==> config.mk <==
export PLATFORM = sky130hd
export DESIGN_NAME = slv_guard_cfg_regs
export DESIGN_NICKNAME = d
export VERILOG_FILES = /design/src/rtl/slv_guard_cfg_regs.sv
export SDC_FILE = /design/constraint.sdc
export NUM_CORES = 1
export LEC_CHECK = 0
export BUFFER_PORTS_ARGS = -buffer_cell sky130_fd_sc_hd__buf_2
export CAP_MARGIN = 20
export CORE_ASPECT_RATIO = 0.8
export CORE_MARGIN = 2
export CORE_UTILIZATION = 52
export CTS_CLUSTER_DIAMETER = 40
export DETAILED_ROUTE_END_ITERATION = 12
export PLACE_DENSITY = 0.79
export SLEW_MARGIN = 5
export SYNTH_ARGS = -nofsm -noshare
export SYNTH_HDL_FRONTEND = slang
export SYNTH_SLANG_ARGS = --single-unit
==> constraint.sdc <==
create_clock -name clk_i -period 3.2 [get_ports clk_i]
set_input_delay 0.32 -clock clk_i [delete_from_list [all_inputs] [get_ports clk_i]]
set_output_delay 0.32 -clock clk_i [all_outputs]
set_load 0.02 [all_outputs]
==> src/rtl/slv_guard_cfg_regs.sv <==
// Slave guard configuration registers: reg-bus target, W1C status, counters, IRQ.
// Optional CTRL lock bit enabled by defining GUARD_CFG_LOCK_EN.
module slv_guard_cfg_regs #(
  parameter int unsigned AddrWidth = 32,
  parameter int unsigned DataWidth = 32,
  parameter int unsigned CntWidth  = 10,
  parameter logic [31:0] IdValue   = 32'h5647_0001
) (
  input  logic                 clk_i,
  input  logic                 rst_i,
  input  logic [AddrWidth-1:0] reg_addr_i,
  input  logic                 reg_write_i,
  input  logic [DataWidth-1:0] reg_wdata_i,
  input  logic [3:0]           reg_wstrb_i,
  input  logic                 reg_valid_i,
  output logic [DataWidth-1:0] reg_rdata_o,
  output logic                 reg_error_o,
  output logic                 reg_ready_o,
  input  logic                 wr_timeout_i,
  input  logic                 rd_timeout_i,
  output logic                 guard_en_o,
  output logic [CntWidth-1:0]  wr_budget_o,
  output logic [CntWidth-1:0]  rd_budget_o,
  output logic                 irq_o
);

  if (DataWidth != 32) begin : g_dw_chk
    $fatal(1, "DataWidth must be 32");
  end
  if (CntWidth < 1 || CntWidth > 32) begin : g_cw_chk
    $fatal(1, "CntWidth must be 1..32");
  end
  if (AddrWidth < 8) begin : g_aw_chk
    $fatal(1, "AddrWidth must be >= 8");
  end

  typedef enum logic {
    S_IDLE,
    S_RESP
  } state_e;

  state_e state_q, state_d;

  logic [7:0]          addr_q;
  logic                write_q;
  logic [31:0]         wdata_q;
  logic [3:0]          wstrb_q;
  logic                ctrl_en_q;
  logic [CntWidth-1:0] wr_budget_q;
  logic [CntWidth-1:0] rd_budget_q;
  logic [1:0]          status_q;
  logic [1:0]          irq_en_q;
  logic [15:0]         wr_cnt_q;
  logic [15:0]         rd_cnt_q;
  logic                irq_q;
  logic                lock_q;

  logic sel_ctrl, sel_wrb, sel_rdb, sel_stat;
  logic sel_irqen, sel_evt, sel_id;
  logic lock_blk, err, ready, commit;
  logic [31:0] bmask, rd_val;
  logic [1:0]  stat_clr;
  logic        unused_bits;

  // State register
  always_ff @(posedge clk_i or posedge rst_i) begin
    if (rst_i) state_q <= S_IDLE;
    else       state_q <= state_d;
  end

  // Next state and response strobe
  always_comb begin
    state_d = state_q;
    ready   = 1'b0;
    unique case (state_q)
      S_IDLE: if (reg_valid_i) state_d = S_RESP;
      S_RESP: begin
        ready   = 1'b1;
        state_d = S_IDLE;
      end
      default: state_d = S_IDLE;
    endcase
  end

  // Request capture; the master holds fields until ready
  always_ff @(posedge clk_i or posedge rst_i) begin
    if (rst_i) begin
      addr_q  <= '0;
      write_q <= 1'b0;
      wdata_q <= '0;
      wstrb_q <= '0;
    end else if (state_q == S_IDLE && reg_valid_i) begin
      addr_q  <= reg_addr_i[7:0];
      write_q <= reg_write_i;
      wdata_q <= reg_wdata_i;
      wstrb_q <= reg_wstrb_i;
    end
  end

  assign sel_ctrl  = addr_q == 8'h00;
  assign sel_wrb   = addr_q == 8'h04;
  assign sel_rdb   = addr_q == 8'h08;
  assign sel_stat  = addr_q == 8'h0C;
  assign sel_irqen = addr_q == 8'h10;
  assign sel_evt   = addr_q == 8'h14;
  assign sel_id    = addr_q == 8'h18;

  assign lock_blk = lock_q && write_q &&
                    (sel_ctrl || sel_wrb || sel_rdb || sel_irqen);
  assign err = (addr_q[1:0] != 2'b00) || (addr_q > 8'h18) ||
               (write_q && sel_id) || lock_blk;
  assign commit = ready && write_q && !err;

  assign bmask = {{8{wstrb_q[3]}}, {8{wstrb_q[2]}},
                  {8{wstrb_q[1]}}, {8{wstrb_q[0]}}};
  assign stat_clr = (commit && sel_stat) ?
                    (wdata_q[1:0] & bmask[1:0]) : 2'b00;

  // Read mux over the decoded register
  always_comb begin
    rd_val = '0;
    unique case (1'b1)
      sel_ctrl:  rd_val = {lock_q, 30'd0, ctrl_en_q};
      sel_wrb:   rd_val = 32'(wr_budget_q);
      sel_rdb:   rd_val = 32'(rd_budget_q);
      sel_stat:  rd_val = {30'd0, status_q};
      sel_irqen: rd_val = {30'd0, irq_en_q};
      sel_evt:   rd_val = {rd_cnt_q, wr_cnt_q};
      sel_id:    rd_val = IdValue;
      default:   rd_val = '0;
    endcase
  end

  assign reg_ready_o = ready;
  assign reg_error_o = ready && err;
  assign reg_rdata_o = (ready && !write_q && !err) ? rd_val : '0;

  // Read/write control registers, byte-strobed
  always_ff @(posedge clk_i or posedge rst_i) begin
    if (rst_i) begin
      ctrl_en_q   <= 1'b0;
      wr_budget_q <= '0;
      rd_budget_q <= '0;
      irq_en_q    <= '0;
    end else if (commit) begin
      if (sel_ctrl && wstrb_q[0]) ctrl_en_q <= wdata_q[0];
      if (sel_wrb)
        wr_budget_q <= (wr_budget_q & ~bmask[CntWidth-1:0]) |
                       (wdata_q[CntWidth-1:0] & bmask[CntWidth-1:0]);
      if (sel_rdb)
        rd_budget_q <= (rd_budget_q & ~bmask[CntWidth-1:0]) |
                       (wdata_q[CntWidth-1:0] & bmask[CntWidth-1:0]);
      if (sel_irqen)
        irq_en_q <= (irq_en_q & ~bmask[1:0]) | (wdata_q[1:0] & bmask[1:0]);
    end
  end

`ifdef GUARD_CFG_LOCK_EN
  // Lock bit: set by software, cleared only by reset
  always_ff @(posedge clk_i or posedge rst_i) begin
    if (rst_i) lock_q <= 1'b0;
    else if (commit && sel_ctrl && wstrb_q[3] && wdata_q[31]) lock_q <= 1'b1;
  end
`else
  assign lock_q = 1'b0;
`endif

  // Sticky status: a new event beats a same-cycle clear
  always_ff @(posedge clk_i or posedge rst_i) begin
    if (rst_i) status_q <= '0;
    else status_q <= (status_q & ~stat_clr) | {rd_timeout_i, wr_timeout_i};
  end

  // Saturating event counters; clear plus event lands on 1
  always_ff @(posedge clk_i or posedge rst_i) begin
    if (rst_i) begin
      wr_cnt_q <= '0;
      rd_cnt_q <= '0;
    end else if (commit && sel_evt) begin
      wr_cnt_q <= {15'd0, wr_timeout_i};
      rd_cnt_q <= {15'd0, rd_timeout_i};
    end else begin
      if (wr_timeout_i && wr_cnt_q != 16'hFFFF) wr_cnt_q <= wr_cnt_q + 16'd1;
      if (rd_timeout_i && rd_cnt_q != 16'hFFFF) rd_cnt_q <= rd_cnt_q + 16'd1;
    end
  end

  // Registered interrupt from enabled status bits
  always_ff @(posedge clk_i or posedge rst_i) begin
    if (rst_i) irq_q <= 1'b0;
    else       irq_q <= |(status_q & irq_en_q);
  end

  assign guard_en_o  = ctrl_en_q;
  assign wr_budget_o = wr_budget_q;
  assign rd_budget_o = rd_budget_q;
  assign irq_o       = irq_q;

  assign unused_bits = ^{reg_addr_i, wdata_q, bmask};

endmodule

==> results of run 1 <==
[stage by stage]
stage               cell area [um^2]  hold WS, ps  setup WS [ps]  power (mW)  cells
global route                    5060          174           87.5        2.70    608
floorplan                       4230          437            828        1.53    411
global placement                4770          488            786        1.63    590
CTS                             5030          178            329        2.57    606
finish                          5060          184            304        2.58    608
detailed placement              4770          497            725        1.65    590
[power groups by stage]
stage                     clock, mW  sequential, mW  combinational (mW)
after detailed placement          0            1.30               0.347
after CTS                     0.944            1.28               0.351
after global routing          0.996            1.31               0.401
after global placement            0            1.29               0.336
final                         0.937            1.29               0.356
after floorplan                   0            1.25               0.277
[per-layer routing]
layer / wire length (um) / share of wire / vias up
met4: 153 / 0.015 / 0
met2: 4930 / 0.47 / 155
met3: 812 / 0.078 / 13
li1: - / - / 1706
met1: 4580 / 0.44 / 1763
met5: 0 / 0 / -
[placed cells by master, fill, tap and decap left out, types with 5 or more instances in the layout]
cell,instances
and2_1,16
a22o_1,10
buf_2,81
a22oi_1,9
o21ai_0,11
clkbuf_8,10
nor3_1,10
or4_1,6
a21oi_1,24
a211oi_1,5
or3_1,9
inv_1,8
and3_1,6
dfrtp_1,80
mux2i_1,5
and4_1,8
buf_4,12
nand3_1,14
nor2_1,27
nand4_1,15
mux2_2,45
nand2_1,22
nor4_1,8
[path summary, 6_finish.rpt]
kind	slack [ps]	start	cells after the start	endpoint
max in group asynchronous	2150	rst_i	5	rd_cnt_q[0]
setup reg to reg	980	addr_q[5]	4	flip-flop
min in group asynchronous	470	rst_i	4	guard_en_o
hold / removal	180	reg_wdata_i[3]	2	wdata_q[3]
hold reg to reg	520	wstrb_q[1]	1	wstrb_q[1]
setup / recovery	300	addr_q[4]	5	reg_rdata_o[11]
[cells in the mapped netlist (all sizes together), types with 2 or more instances]
library cell	count	share of area
a211oi	5	0.0089
a21o	2	0.0036
a21oi	24	0.028
a22o	10	0.021
a22oi	9	0.016
a41oi	3	0.0062
and2	16	0.024
and3	6	0.0089
and4	8	0.017
buf	8	0.0092
clkbuf	14	0.012
dfrtp	80	0.47
ha	2	0.0059
inv	9	0.0080
mux2	45	0.12
mux2i	5	0.012
nand2	24	0.025
nand2b	3	0.0044
nand3	14	0.017
nand3b	3	0.0053
nand4	15	0.022
nor2	27	0.024
nor2b	5	0.0074
nor3	10	0.012
nor3b	2	0.0036
nor4	10	0.018
nor4b	2	0.0041
o211ai	4	0.0071
o21ai	11	0.013
o31ai	4	0.0071
or3	9	0.013
or4	6	0.011
xnor2	4	0.0083
[cell type report]
cell class / count / area (um^2) / area share
Tap cell: 108 / 135 / 0.0267
Clock buffer: 10 / 138 / 0.0272
Multi-Input combinational cell: 300 / 2110 / 0.416
Inverter: 9 / 33.8 / 0.00667
Sequential cell: 80 / 2000 / 0.395
Clock inverter: 6 / 115 / 0.0227
Timing Repair Buffer: 95 / 533 / 0.105
[cells by family after synthesis]
| kind of cell | after synthesis |
|---|---|
| muxes | 50 |
| adders and majority gates | 2 |
| buffers and inverters | 31 |
| AOI/OAI and AO/OA | 83 |
| xor gates and xnor gates | 4 |
| and+or+nand+nor | 161 |
| DFF | 80 |
==> impl_metrics.toml, run 1 <==
[synthesis]
yosysUniqueCellTypes = 48
synth_warnings = 0
synthFlopType = "dfrtp_1"
synth_xor_area_frac = 0.00829
netlist_area_um2 = 4230
syn_avg_cell_area_um2 = 10.3
synth_compound_area_frac = 0.133
synth_edf_count = 0
synth_cells = 411
synth-simple-area-share = 0.218
synth-async-reset-ratio = 1.00
synthMuxAreaShare = 0.132
synth_top_family_by_area = "simple AND/OR/NAND/NOR gates"
synth_fa_ha_area_frac = 0.00592
ys_seq_area_frac = 0.474
synthesis.nets = 487
ys_seq_elements = 80

[pwr]
power_frac_clock = 0.363
leakage_nw = 2.31
p_per_area_nw_per_um2 = 509
internal_power_mw = 1.84
p_switching_uw = 742
swShare = 0.288
ir_drop_mv = 0.282
p_seq_frac = 0.499
combPwrFrac = 0.138

[worst_setup_path]
setup.worst_path.start_class = "flip-flop"
worstPathCellList = "nor4b_1 -> and2_1 -> and3b_1 -> and2_1 -> buf_2"
crit_family = "simple AND/OR/NAND/NOR gates"
crit_top_cell = "and2_1"
cp_max_fo = 14
path_class = "flip-flop to output pin"
path_buf_inv = 1
crit_slowest_cell = "dfrtp_1"
end_kind = "output pin"
worst_ep_arrival_time_ps = 2580
cp.required_ps = 2880
cpPeakStageDelay_ps = 580

[cts]
root_buffer = "clkbuf_8"
tritoncts = "yes"
postCtsSetupBuffers = 0
hold_buffers = 0
h-tree-depth = 3
clockBufferDepth = 2
cts_buffers = 9
cts.reportedPaths.clkPinSlew_ps = 90
cts.sinks = 80
clk_latency_ps = 360
cts_repair_resize_count = 0

[timing]
setup_tns_ps = 0
fmax_mhz = 345
finalCritPeriodShare = 0.905
relSlewSlack = 0.348
period_needed_ps = 2900
fin_worst_skew_ps = 8.60
hold_viol_final = 0
drv_slew = 0
worst_slew_pin_slew_ps = 968
rsz0062_at_grt = "no"
finalSetupViolCount = 0

[floorplanning]
die_w_um = 105
start_util = 0.534
rows = 29
ios = 130
core_um2 = 7910
dieArea_um2 = 8870
die_h_um = 84.6

[grt]
grtUsageMet3 = 0.0598
grt_use_met2 = 0.391
grt_pass1_vias = 3577
grt_max_degree = 81
met1_usage = 0.330
track_usage = 0.244
antenna_found_initial = 0
grt-ovfl-total = 0
busiest_layer = "met2"
grt_pass1_wl_um = 17300

[outcome]
outcome = "finished, final reports clean"

[final_layout]
area_delta_synth_final_pct = 19.8
fill_cells = 673
insertedDiodeCount = 0
nNetsFinal = 571
utilization = 0.640
drive_gt1_frac = 0.324

[place]
portBuffers = 81
place_congestion = 0.873
place_hpwl_um = 7450

[route]
routed_wirelength_um = 10500
routed_via_density = 5.98
antenna_left = 0
avgRoutedWirePerCell_um = 17.2
vias = 3637
drc_errors = 0
dr.pass1.iters = 7
drtIter0Drc = 232

[hold_path]
hold_class = "primary input to flip-flop"

[job]
maxCapViolCount = 0
(Power assumes the default switching activity.)
==> run 2, diff against run 1 <==
--- a/config.mk
+++ b/config.mk
@@ -7,12 +7,13 @@
 export LEC_CHECK = 0
 export BUFFER_PORTS_ARGS = -buffer_cell sky130_fd_sc_hd__buf_2
 export CAP_MARGIN = 20
-export CORE_ASPECT_RATIO = 0.8
+export CORE_ASPECT_RATIO = 0.7
 export CORE_MARGIN = 2
 export CORE_UTILIZATION = 52
 export CTS_CLUSTER_DIAMETER = 40
 export DETAILED_ROUTE_END_ITERATION = 12
 export PLACE_DENSITY = 0.79
+export REMOVE_ABC_BUFFERS = 1
 export SLEW_MARGIN = 5
 export SYNTH_ARGS = -nofsm -noshare
 export SYNTH_HDL_FRONTEND = slang
==> impl_metrics.toml, run 2 (synthesized netlist as in run 1, its figures left out) <==
[worst_setup_path]
end_kind = "output pin"
r2r_end = "wr_cnt_q[0]"
path_class = "flip-flop to output pin"
crit_top_cell = "and2_1"
crit_family = "simple AND/OR/NAND/NOR gates"
worstPathCellList = "nor4b_1 -> and2_1 -> and3b_1 -> and2_1 -> buf_2"
worst_ep_arrival_time_ps = 2560
cp.required_ps = 2880
worstRegToRegCells = 4
crit_slowest_cell = "dfrtp_1"
cp_max_fo = 14
cp-startpoint = "addr_q[4]"
r2r_slack_ps = 910
cpPeakStageDelay_ps = 570
rr_startpoint = "wr_cnt_q[3]"
path_buf_inv = 1
setup.worst_path.start_class = "flip-flop"

[grt]
track_usage = 0.256
antenna_found_initial = 0
grt_pass1_wl_um = 17900
grt-ovfl-total = 0
grt_max_degree = 45
grt_pass1_vias = 3514

[place]
portBuffers = 81
place_congestion = 0.898
dp_worst_setup_slack_ps = 687
place_hpwl_um = 7790

[pwr]
combPwrFrac = 0.128
p_switching_uw = 760
leakage_nw = 2.34
p_seq_frac = 0.444
swShare = 0.263
ir_drop_mv = 0.354
power_frac_clock = 0.428
internal_power_mw = 2.14
p_per_area_nw_per_um2 = 565

[timing]
worst_hold_slack_ps = 127
drv_slew = 0
finalCritPeriodShare = 0.900
fin_ws_ps = 319
period_needed_ps = 2880
fmax_mhz = 347
rsz0062_at_grt = "no"
worst_slew_pin_slew_ps = 1030
fin_worst_skew_ps = 5.95
setup_tns_ps = 0
relSlewSlack = 0.310
hold_viol_final = 0
finalSetupViolCount = 0

[final_layout]
fill_cells = 619
mostFrequentLayoutCell = "buf_2"
layout_common_cells = "81 x buf_2, 80 x dfrtp_1, 45 x mux2_2, 27 x nor2_1, 24 x a21oi_1"
insertedDiodeCount = 0
nNetsFinal = 568
area_delta_synth_final_pct = 21.2
drive_gt1_frac = 0.317

[floorplanning]
start_util = 0.537
rows = 27
die_h_um = 79.4
ios = 130
core_um2 = 7870
dieArea_um2 = 8870
die_w_um = 112

[job]
maxCapViolCount = 0

[route]
drtIter0Drc = 272
dr.pass1.iters = 5
avgRoutedWirePerCell_um = 18.2
antenna_left = 0
vias = 3705
drc_errors = 0
routed_via_density = 6.21
routed_wirelength_um = 10900

[cts]
cts.sinks = 80
h-tree-depth = 3
cts_repair_resize_count = 0
clk_latency_ps = 330
cts.reportedPaths.clkPinSlew_ps = 60
root_buffer = "clkbuf_16"
clockBufferDepth = 2
tritoncts = "yes"
hold_buffers = 0
cts_buffers = 9
postCtsSetupBuffers = 0

[hold_path]
hold_class = "primary input to asynchronous set/reset pin"

[outcome]
outcome = "finished, final reports clean"
run 2: power groups by stage:
| stage | logic [mW] | clock network (mW) | registers, mW |
|---|---|---|---|
| after global placement | 0.346 | 0 | 1.29 |
| after global routing | 0.412 | 1.29 | 1.31 |
| after floorplan | 0.239 | 0 | 1.27 |
| after CTS | 0.369 | 1.26 | 1.28 |
| final | 0.370 | 1.24 | 1.29 |
| after detailed placement | 0.365 | 0 | 1.30 |
run 2: how the worst max path moves through the flow:
stage	end	slack, ps	depth (start not counted)
after floorplan	reg_rdata_o[2]	510	4
after global placement	reg_rdata_o[19]	700	5
after detailed placement	reg_rdata_o[19]	690	5
after CTS	reg_rdata_o[19]	310	5
after global routing	reg_rdata_o[19]	140	5
final	reg_rdata_o[20]	320	5
run 2: metrics by stage:
step | instance area, um^2 | power [mW] | utilization | std cells
3_3_place_gp | 4760 | 1.63 | 0.605 | 582
4_1_cts | 5120 | 2.90 | 0.651 | 597
3_5_place_dp | 4760 | 1.66 | 0.605 | 582
6_report | 5120 | 2.90 | 0.651 | 597
2_1_floorplan | 4130 | 1.51 | - | 389
5_1_grt | 5120 | 3.01 | 0.651 | 597
run 2: layout make-up:
type	instances	area, um^2	share of cell area
multi-input cells	300	2100	0.410
clock buffers	10	229	0.0447
inverters	9	33.8	0.00660
well taps	101	126	0.0247
flip-flops and latches	80	2000	0.391
clock inverters	5	129	0.0252
repair buffers	92	500	0.0977
run 2: routing by layer:
layer | routed length, um | part of all wire | global-route usage | vias up
met1 | 4830 | 0.44 | 0.357 | 1808
met4 | 167 | 0.015 | 0.0753 | 0
met5 | 0 | 0 | 0 | -
met2 | 5010 | 0.46 | 0.399 | 173
li1 | - | - | - | 1706
met3 | 868 | 0.080 | 0.0645 | 18
run 2: worst register-to-register path, stage by stage (launching register included):
cell,delay (ps)
dfrtp_1,470
nand4_1,330
nor4_1,970
or3_1,250
o211ai_1,120
